$ cat src/rtl/matrix_scan_driver.sv
// Row-scan driver for LED dot matrices: multi-frame sprite store, per-row dwell/blank,
// and frame-synchronous alternation between a primary and an alternate sprite.
module matrix_scan_driver #(
  parameter int ROWS           = 8,
  parameter int COLS           = 8,
  parameter int FRAMES         = 4,
  parameter int DWELL          = 2,
  parameter int BLANK          = 1,
  parameter int ANIM_FRAMES    = 2,
  parameter bit ROW_ACTIVE_LOW = 1'b1,
  localparam int RW = $clog2(ROWS),
  localparam int FW = $clog2(FRAMES)
) (
  input  logic            clk_i,
  input  logic            rst_i,
  input  logic            scan_en_i,
  input  logic            load_valid_i,
  output logic            load_ready_o,
  input  logic [FW-1:0]   load_frame_i,
  input  logic [RW-1:0]   load_row_i,
  input  logic [COLS-1:0] load_data_i,
  input  logic [FW-1:0]   sel_frame_i,
  input  logic            anim_en_i,
  input  logic [FW-1:0]   alt_frame_i,
  output logic [ROWS-1:0] row_sel_o,
  output logic [COLS-1:0] col_data_o,
  output logic            frame_start_o,
  output logic            anim_phase_o
);

  localparam int CW       = $clog2(DWELL + BLANK + 1);
  localparam int AW       = (ANIM_FRAMES > 1) ? $clog2(ANIM_FRAMES) : 1;
  localparam int BLANK_LD = (BLANK > 0) ? BLANK - 1 : 0;
  localparam logic [ROWS-1:0] ROW_OFF = {ROWS{ROW_ACTIVE_LOW}};

  typedef enum logic [1:0] {S_IDLE, S_FETCH, S_SHOW, S_BLANK} state_t;

  state_t          state_q, state_d;
  logic [RW-1:0]   row_q, row_d;
  logic [CW-1:0]   cnt_q, cnt_d;
  logic [AW-1:0]   anim_cnt_q, anim_cnt_d;
  logic            phase_q, phase_d;
  logic [FW-1:0]   shadow_q, shadow_d;
  logic [COLS-1:0] word_q, word_d;
  logic [COLS-1:0] store_q [FRAMES][ROWS];

  logic            wr_ok, rd_ok, last_row, advance;
  logic [FW-1:0]   fetch_frame;
  logic [COLS-1:0] rd_word;

  // Non-power-of-two stores need explicit range guards; aliasing would corrupt other words.
  if (FRAMES == (1 << FW)) begin : g_fr_full
    assign rd_ok = 1'b1;
    if (ROWS == (1 << RW)) begin : g_rw_full
      assign wr_ok = 1'b1;
    end else begin : g_rw_part
      assign wr_ok = (load_row_i < RW'(ROWS));
    end
  end else begin : g_fr_part
    assign rd_ok = (fetch_frame < FW'(FRAMES));
    if (ROWS == (1 << RW)) begin : g_rw_full
      assign wr_ok = (load_frame_i < FW'(FRAMES));
    end else begin : g_rw_part
      assign wr_ok = (load_frame_i < FW'(FRAMES)) && (load_row_i < RW'(ROWS));
    end
  end

  // The sprite choice is only sampled on row 0 so a frame is never torn.
  assign fetch_frame = (row_q == '0) ? ((anim_en_i && phase_q) ? alt_frame_i : sel_frame_i)
                                     : shadow_q;
  assign rd_word     = rd_ok ? store_q[fetch_frame][row_q] : '0;
  assign last_row    = (row_q == RW'(ROWS - 1));

  always_comb begin
    state_d    = state_q;
    row_d      = row_q;
    cnt_d      = cnt_q;
    anim_cnt_d = anim_cnt_q;
    phase_d    = phase_q;
    shadow_d   = shadow_q;
    word_d     = word_q;
    advance    = 1'b0;
    case (state_q)
      S_IDLE: begin
        state_d = S_FETCH;
        row_d   = '0;
      end
      S_FETCH: begin
        word_d   = rd_word;
        shadow_d = fetch_frame;
        cnt_d    = CW'(DWELL - 1);
        state_d  = S_SHOW;
      end
      S_SHOW: begin
        if (cnt_q != '0) begin
          cnt_d = cnt_q - CW'(1);
        end else if (BLANK > 0) begin
          cnt_d   = CW'(BLANK_LD);
          state_d = S_BLANK;
        end else begin
          advance = 1'b1;
        end
      end
      S_BLANK: begin
        if (cnt_q != '0) cnt_d = cnt_q - CW'(1);
        else             advance = 1'b1;
      end
      default: state_d = S_IDLE;
    endcase
    if (advance) begin
      state_d = S_FETCH;
      row_d   = last_row ? '0 : row_q + RW'(1);
      if (last_row) begin
        if (anim_cnt_q == AW'(ANIM_FRAMES - 1)) begin
          anim_cnt_d = '0;
          phase_d    = ~phase_q;
        end else begin
          anim_cnt_d = anim_cnt_q + AW'(1);
        end
      end
    end
    // scan_en low aborts from any state; animation progress is frozen, not lost.
    if (!scan_en_i) begin
      state_d    = S_IDLE;
      row_d      = '0;
      anim_cnt_d = anim_cnt_q;
      phase_d    = phase_q;
    end
  end

  always_ff @(posedge clk_i) begin
    if (rst_i) begin
      state_q    <= S_IDLE;
      row_q      <= '0;
      cnt_q      <= '0;
      anim_cnt_q <= '0;
      phase_q    <= 1'b0;
      shadow_q   <= '0;
      word_q     <= '0;
      for (int f = 0; f < FRAMES; f++)
        for (int r = 0; r < ROWS; r++)
          store_q[f][r] <= '0;
    end else begin
      state_q    <= state_d;
      row_q      <= row_d;
      cnt_q      <= cnt_d;
      anim_cnt_q <= anim_cnt_d;
      phase_q    <= phase_d;
      shadow_q   <= shadow_d;
      word_q     <= word_d;
      if (load_valid_i && wr_ok) store_q[load_frame_i][load_row_i] <= load_data_i;
    end
  end

  always_comb begin
    row_sel_o  = ROW_OFF;
    col_data_o = '0;
    if (state_q == S_SHOW) begin
      row_sel_o  = ROW_OFF ^ (ROWS'(1) << (RW'(ROWS - 1) - row_q));
      col_data_o = word_q;
    end
  end

  assign frame_start_o = (state_q == S_FETCH) && (row_q == '0);
  assign anim_phase_o  = phase_q;
  assign load_ready_o  = ~rst_i;

endmodule
$ cat config.mk
export PLATFORM = sky130hd
export DESIGN_NAME = matrix_scan_driver
export DESIGN_NICKNAME = d
export VERILOG_FILES = /design/src/rtl/matrix_scan_driver.sv
export SDC_FILE = /design/constraint.sdc
export NUM_CORES = 1
export LEC_CHECK = 0
export CAP_MARGIN = 0
export CORE_ASPECT_RATIO = 0.9
export CORE_MARGIN = 5
export CORE_UTILIZATION = 58
export DETAILED_ROUTE_END_ITERATION = 7
export GPL_TIMING_DRIVEN = 1
export PLACE_DENSITY_LB_ADDON = 0.05
export SLEW_MARGIN = 5
export SYNTH_ARGS = -nofsm -noshare
export SYNTH_HDL_FRONTEND = slang
export SYNTH_SLANG_ARGS = --single-unit
$ cat constraint.sdc
create_clock -name clk_i -period 2.8 [get_ports clk_i]
set_input_delay 0.28 -clock clk_i [delete_from_list [all_inputs] [get_ports clk_i]]
set_output_delay 0.28 -clock clk_i [all_outputs]
set_load 0.005 [all_outputs]
==> qor.yml, run 1 <==
clockRootBuffer: "clkbuf_16"
critPathTopFamily: "simple AND/OR/NAND/NOR gates"
viasPerCell: 6.02
syn_nets: 1156
rsz0062_at_grt: "true"
path_clk_slew_ns: 0.06
dieArea_um2: 25800
tightest_slew_ns: 0.830
remaining_drc_errors: 0
critical_path_required_ns: 3.19
synth.top_cell.area_share: 0.583
holdBufCountCts: 0
fill_cells: 1614
ant_nets: 0
cp-end-kind: "flop"
met2_usage: 0.398
synth_area_um2: 13200
ys_seq_area_frac: 0.612
grt_usage: 0.265
hold_violations: 0
hold_ws_ns: 0.401
post-place-ws_ns: -0.279
maxCapViolCount: 0
dr.pass1.iters: 5
worst-path-max-fanout: 17
setup_violations: 0
use_met1: 0.404
min_from: "alt_frame_i[1]"
synth.largest_area_cell: "edfxtp_1"
power.leakage_uw: 0.00577
io_pins: 41
clockBufferDepth: 3
finalCritPeriodShare: 0.986
area_delta_synth_final_pct: 18.5
critPathBufInv: 4
io_buffers: 40
ir_drop_mv: 0.470
path_depth: 12
row_count: 52
fin_crit_ns: 2.76
powerDensity_nw_per_um2: 595
initial_utilization: 0.587
drive_gt1_frac: 0.147
clock_latency_ns: 0.54
grt_max_degree: 41
regToRegStartpoint: "row_q[1]$_SDFFE_PP0P_"
slew_violations: 0
synth_cells: 1119
crit_path_start: "row_q[1]$_SDFFE_PP0P_"
cts_inserted_buffers: 28
multiInputGateArea_um2: 4880
syn_area_per_cell_um2: 11.8
cts_tree: "built"
async_flop_share: 0
synth_area_leaders: "edfxtp_1 58%, and2_1 13%, nand2_1 3.4%"
synth_warnings: 0
crit_slowest_cell: "nor4_2"
dr.first_iter.drc_count: 1273
htreeDepth: 1
die_width_um: 169
max_slew_margin: 0.445
num_antenna_cells: 0
arrival_ns: 3.15
outcome: "finished, final reports clean"
nets: 1252
wl_per_cell_um: 22.7
ys_seq_elements: 275
worstSetupPathType: "flop to flop"
seq_area_um2: 8070
setup_ws_ns: 0.0402
max_stage_delay_ns: 0.43
worstSetupStartpointType: "flop"
fp.dieH_um: 153
max_freq_mhz: 362
globalplace.congestion: 0.878
r2r_cells: 12
min_path_type: "input pin to flop"
grt_pass1_vias: 8763
whs_path_depth: 3
antenna_found_initial: 0
synth_edf_count: 256
synth_flop_cell: "edfxtp_1"
grt_first_pass_wirelength_um: 52600
coreArea_um2: 22400
routed_wl_um: 34900
cts.sinks: 275
place_hpwl_um: 23100
grt.met3_usage: 0.0501
clock_skew_ns: 0.0146
num_vias: 9236
crit_chain: "inv_1 > ha_1 > nor2b_4 > nand3_1 > buf_4 > buf_4 > buf_4 > and3_1 > a211oi_2 > a311oi_4 > nor4_2 > o32ai_1"
crit_path_frequent_cell: "buf_4"
top_usage_layer: "met1"
synth_cell_types: 44
grt_remaining_overflow: 0
worst reg2reg max path, cell delays in order, from the launching register on:
cell and delay [ns]:
dfxtp_1 0.31, inv_1 0.08, ha_1 0.19, nor2b_4 0.20, nand3_1 0.08, buf_4 0.18, buf_4 0.20, buf_4 0.17
and3_1 0.21, a211oi_2 0.28, a311oi_4 0.11, nor4_2 0.43, o32ai_1 0.16
per-layer routing:
| layer | up-vias | wire length [µm] | part of all wire |
|---|---|---|---|
| met3 | 64 | 3180 | 0.091 |
| met5 | - | 0 | 0 |
| met4 | 0 | 879 | 0.025 |
| met2 | 424 | 15200 | 0.44 |
| met1 | 4476 | 15600 | 0.45 |
| li1 | 4272 | - | - |
where the power goes:
group | internal [µW] | switching [µW] | total (µW) | leakage, µW
combinational | 287 | 476 | 763 | 0.00274
sequential | 4700 | 85.7 | 4790 | 0.00259
clock | 2220 | 1530 | 3740 | 0.000444
total | 7210 | 2090 | 9300 | 0.00577
repair_timing:
item	4_1_cts	5_1_grt
setup buffers	0	0
endpoints found under the setup margin	3	11
gates resized for setup	7	23
pin swaps	0	3
per-stage QoR:
step / total power (µW) / setup TNS, ns / std cells / util / cell area [µm²]
2_1_floorplan: 5230 / 0 / 1119 / - / 13200
3_3_place_gp: 5580 / -0.924 / 1482 / 0.647 / 14500
3_5_place_dp: 5600 / -1.11 / 1482 / 0.647 / 14500
4_1_cts: 9280 / 0 / 1533 / 0.690 / 15500
5_1_grt: 9560 / -0.0289 / 1533 / 0.696 / 15600
6_report: 9300 / 0 / 1533 / 0.696 / 15600
logic make-up after synthesis:
kind of cell	Yosys count	share of synthesized area
AND/OR/NAND/NOR	527	0.219
flip-flops	275	0.612
AO/OA/AOI/OAI	170	0.0970
buffers and inverters	97	0.0309
multiplexers	33	0.0251
adder cells (fa/ha/maj)	15	0.0142
XOR/XNOR	2	0.00133
cell usage after synthesis, types with 2 or more instances:
cell	n
nor2_1	45
nor4_1	16
o221ai_1	16
a211oi_1	50
buf_4	3
and3_1	48
nand2b_1	11
o21ai_0	32
a31oi_1	2
a2111oi_0	2
buf_6	2
nand2_1	120
nor3_1	2
a21oi_1	5
mux2i_1	33
buf_2	14
nand3_1	6
and2_1	266
nor2b_1	2
a311oi_1	50
o32ai_1	8
nor3b_1	2
edfxtp_1	256
nand4_1	2
inv_1	10
dfxtp_1	19
clkbuf_1	66
ha_1	15
registers in the layout, summed over array words and instances, names as in the netlist:
name	count
store_q	256
row_q	3
shadow_q	2
state_q	2
anim_phase_o	1
anim_cnt_q	1
cnt_q	2
word_q	8
cells in the final DEF (no fill, tap or decap), types with 2 or more instances in the layout:
cell type	synthesis	layout
nand2_1	120	119
nor2_1	45	45
ha_1	15	14
clkbuf_16	0	29
nand3_1	6	6
buf_4	3	103
clkbuf_8	0	2
nor3b_1	2	2
a211oi_2	0	4
nor2b_1	2	2
o32ai_1	8	8
nand2b_1	11	11
bufinv_16	0	3
clkinv_1	1	7
o221ai_1	16	15
mux2i_1	33	33
dfxtp_1	19	19
a311oi_2	0	10
a211oi_1	50	46
nor4_1	16	8
and3_1	48	48
buf_12	0	7
a31oi_1	2	2
o21ai_0	32	32
inv_1	10	10
edfxtp_1	256	256
clkinv_2	0	2
a311oi_1	50	39
nand4_1	2	2
nor3_1	2	2
a21oi_1	5	5
nor4_2	0	8
clkbuf_1	66	7
and2_1	266	265
a2111oi_0	2	2
clkdlybuf4s50_1	0	40
layout make-up:
type,instances,area share
clock inverters,13,0.00889
repair buffers,152,0.0858
clock buffers,38,0.0499
flip-flops and latches,275,0.517
well taps,297,0.0238
inverters,11,0.00264
multi-input cells,747,0.312
final timing paths:
kind,endpoint,slack [ns]
max reg2reg,word_q[7]$_SDFFE_PP0P_,0.04
min,shadow_q[1]$_SDFFE_PP0P_,0.40
max,word_q[7]$_SDFFE_PP0P_,0.04
min reg2reg,shadow_q[0]$_SDFFE_PP0P_,0.51
Power figures use the tool's default switching activity.
==> run 2: changes to the inputs <==
--- a/config.mk
+++ b/config.mk
@@ -13,3 +13,3 @@
 export GPL_TIMING_DRIVEN = 1
-export PLACE_DENSITY_LB_ADDON = 0.05
+export PLACE_DENSITY = 0.79
 export SLEW_MARGIN = 5
==> constraint.sdc (replaced) <==
create_clock -name clk_i -period 2.8 [get_ports clk_i]
set_input_delay 0.56 -clock clk_i [delete_from_list [all_inputs] [get_ports clk_i]]
set_output_delay 0.56 -clock clk_i [all_outputs]
set_load 0.005 [all_outputs]
==> qor.yml, run 2 (synthesis results as in run 1) <==
fin_crit_ns: 2.84  # +0.0755 ns
globalplace.congestion: 0.941  # +7.2%
place_hpwl_um: 22800  # -1.2%
viasPerCell: 6.21  # +3.0%
io_buffers: 40  # unchanged
max_freq_mhz: 353  # -2.7%
grt_remaining_overflow: 0  # unchanged
dr.pass1.iters: 5  # unchanged
remaining_drc_errors: 0  # unchanged
fin_area_um2: 15600  # unchanged
clockBufferDepth: 3  # unchanged
power.leakage_uw: 0.00577  # about the same
grt_usage: 0.267  # +0.00200
maxCapViolCount: 0  # unchanged
htreeDepth: 1  # unchanged
crit_chain: "inv_1 > ha_2 > nor2b_4 > nand3_2 > buf_4 > nand2_2 > buf_6 > buf_8 > a211oi_1 > a311oi_1 > nor4_1 > o32ai_1"
worstSetupPathType: "flop to flop"
layout_common_cells: "264 x and2_1, 256 x edfxtp_1, 119 x nand2_1"
initial_utilization: 0.587  # unchanged
arrival_ns: 3.28  # +0.13 ns
die_width_um: 169  # unchanged
clock_skew_ns: 0.0152  # +0.000664 ns
coreArea_um2: 22400  # unchanged
min_path_type: "flop to flop"
critPathBufInv: 4  # unchanged
rsz0062_at_grt: "true"
largest_register_ffs: 256  # unchanged
io_pins: 41  # unchanged
critPathTopFamily: "compound AO/OA/AOI/OAI gates"
dieArea_um2: 25800  # unchanged
worstSetupStartpointType: "flop"
grt_first_pass_wirelength_um: 53400  # +1.4%
setup_ws_ns: -0.0354  # -0.0755 ns
fp.dieH_um: 153  # unchanged
max_stage_delay_ns: 0.55  # +0.12 ns
path_clk_slew_ns: 0.06  # about the same
num_vias: 9498  # +2.8%
tightest_slew_ns: 0.905  # +0.0752 ns
placed_cell_area_um2: 14500  # +0.14%
violations: "setup timing"
drive_gt1_frac: 0.142  # -0.00532
cts.sinks: 275  # unchanged
regMostFlops: "store_q"
num_antenna_cells: 0  # unchanged
nets: 1250  # -0.16%
area_delta_synth_final_pct: 18.5  # unchanged
grt_pass1_vias: 9225  # +5.3%
cp-end-kind: "flop"
final_cell_count_no_fill: 1530  # -0.20%
max_slew_margin: 0.395  # -0.0503
ant_nets: 0  # unchanged
clockRootBuffer: "clkbuf_16"
cts_inserted_buffers: 28  # unchanged
cts_tree: "built"
worst-path-max-fanout: 21  # +4
ir_drop_mv: 0.506  # +7.7%
wl_per_cell_um: 22.9  # +0.66%
setup_violations: 1  # +1
grt_max_degree: 43  # +4.9%
post-place-ws_ns: -0.458  # -0.178 ns
row_count: 52  # unchanged
finalCritPeriodShare: 1.01  # +0.0270
clock_latency_ns: 0.54  # about the same
dr_wl_met3_um: 3580  # +13%
hold_violations: 0  # unchanged
powerDensity_nw_per_um2: 588  # -1.1%
place_inst: 1478  # -0.27%
top_regs: "store_q x256, word_q x8, row_q x3"
layout_commonest_cell: "and2_1"
critical_path_required_ns: 3.25  # +0.06 ns
outcome: "finished, violations left"
met1_length_um: 13700  # -12%
antenna_found_initial: 0  # unchanged
highest_layer: "met4"
slew_violations: 0  # unchanged
crit_slowest_cell: "a311oi_1"
dr.first_iter.drc_count: 1202  # -5.6%
holdBufCountCts: 0  # unchanged
met2_length_um: 16500  # +8.5%
routed_wl_um: 35000  # +0.47%
==> run 2: what timing repair did <==
| item | 4_1_cts | 5_1_grt |
|---|---|---|
| setup endpoints to repair | 17 | 13 |
| pin swaps | 0 | 2 |
| resized for setup | 12 | 17 |
| buffers inserted | 0 | 1 |
| gates cloned | 0 | 1 |
==> run 2: stage by stage <==
stage / setup TNS (ns) / utilization / total power (µW) / hold WS, ns
final: -0.0354 / 0.696 / 9190 / 0.507
after global routing: -0.0602 / 0.696 / 9470 / 0.532
after CTS: 0 / 0.690 / 9180 / 0.509
after detailed placement: -2.94 / 0.648 / 5620 / 0.501
after global placement: -2.63 / 0.648 / 5600 / 0.493
after floorplan: 0 / - / 5230 / 0.463
==> run 2: area by class of cell <==
class                      instances  area [µm²]
sequential                       275        8070
clock inverter                     7        90.1
tap                              297         372
multi-input combinational        747        4860
clock buffer                      43         788
timing repair buffer             150        1390
fill                            1538        6830
inverter                          11        43.8
==> run 2: power breakdown <==
part	leakage, µW	total, µW	switching [µW]	internal [µW]
combinational	0.00276	795	495	300
clock	0.000422	3600	1490	2110
sequential	0.00259	4790	89.9	4700
==> run 2: worst paths after layout <==
kind                                 start                  endpoint  slack (ns)  cells after the start
hold / removal    shadow_q[0]$_SDFFE_PP0P_  shadow_q[0]$_SDFFE_PP0P_        0.51                      2
setup reg to reg     row_q[0]$_SDFFE_PP0P_    word_q[3]$_SDFFE_PP0P_       -0.04                     12
hold reg to reg   shadow_q[0]$_SDFFE_PP0P_  shadow_q[0]$_SDFFE_PP0P_        0.51                      2
setup / recovery     row_q[0]$_SDFFE_PP0P_    word_q[3]$_SDFFE_PP0P_       -0.04                     12
==> run 2: tightest hold or removal path: stages (launching register included) <==
cell and delay, ns:
dfxtp_1 0.31, nor2_1 0.10, a211oi_1 0.06
==> run 2: per-layer routing <==
layer	vias to the layer above	track usage
met5	-	0
met4	0	0.0873
met1	4614	0.368
met2	527	0.430
li1	4260	-
met3	97	0.0542
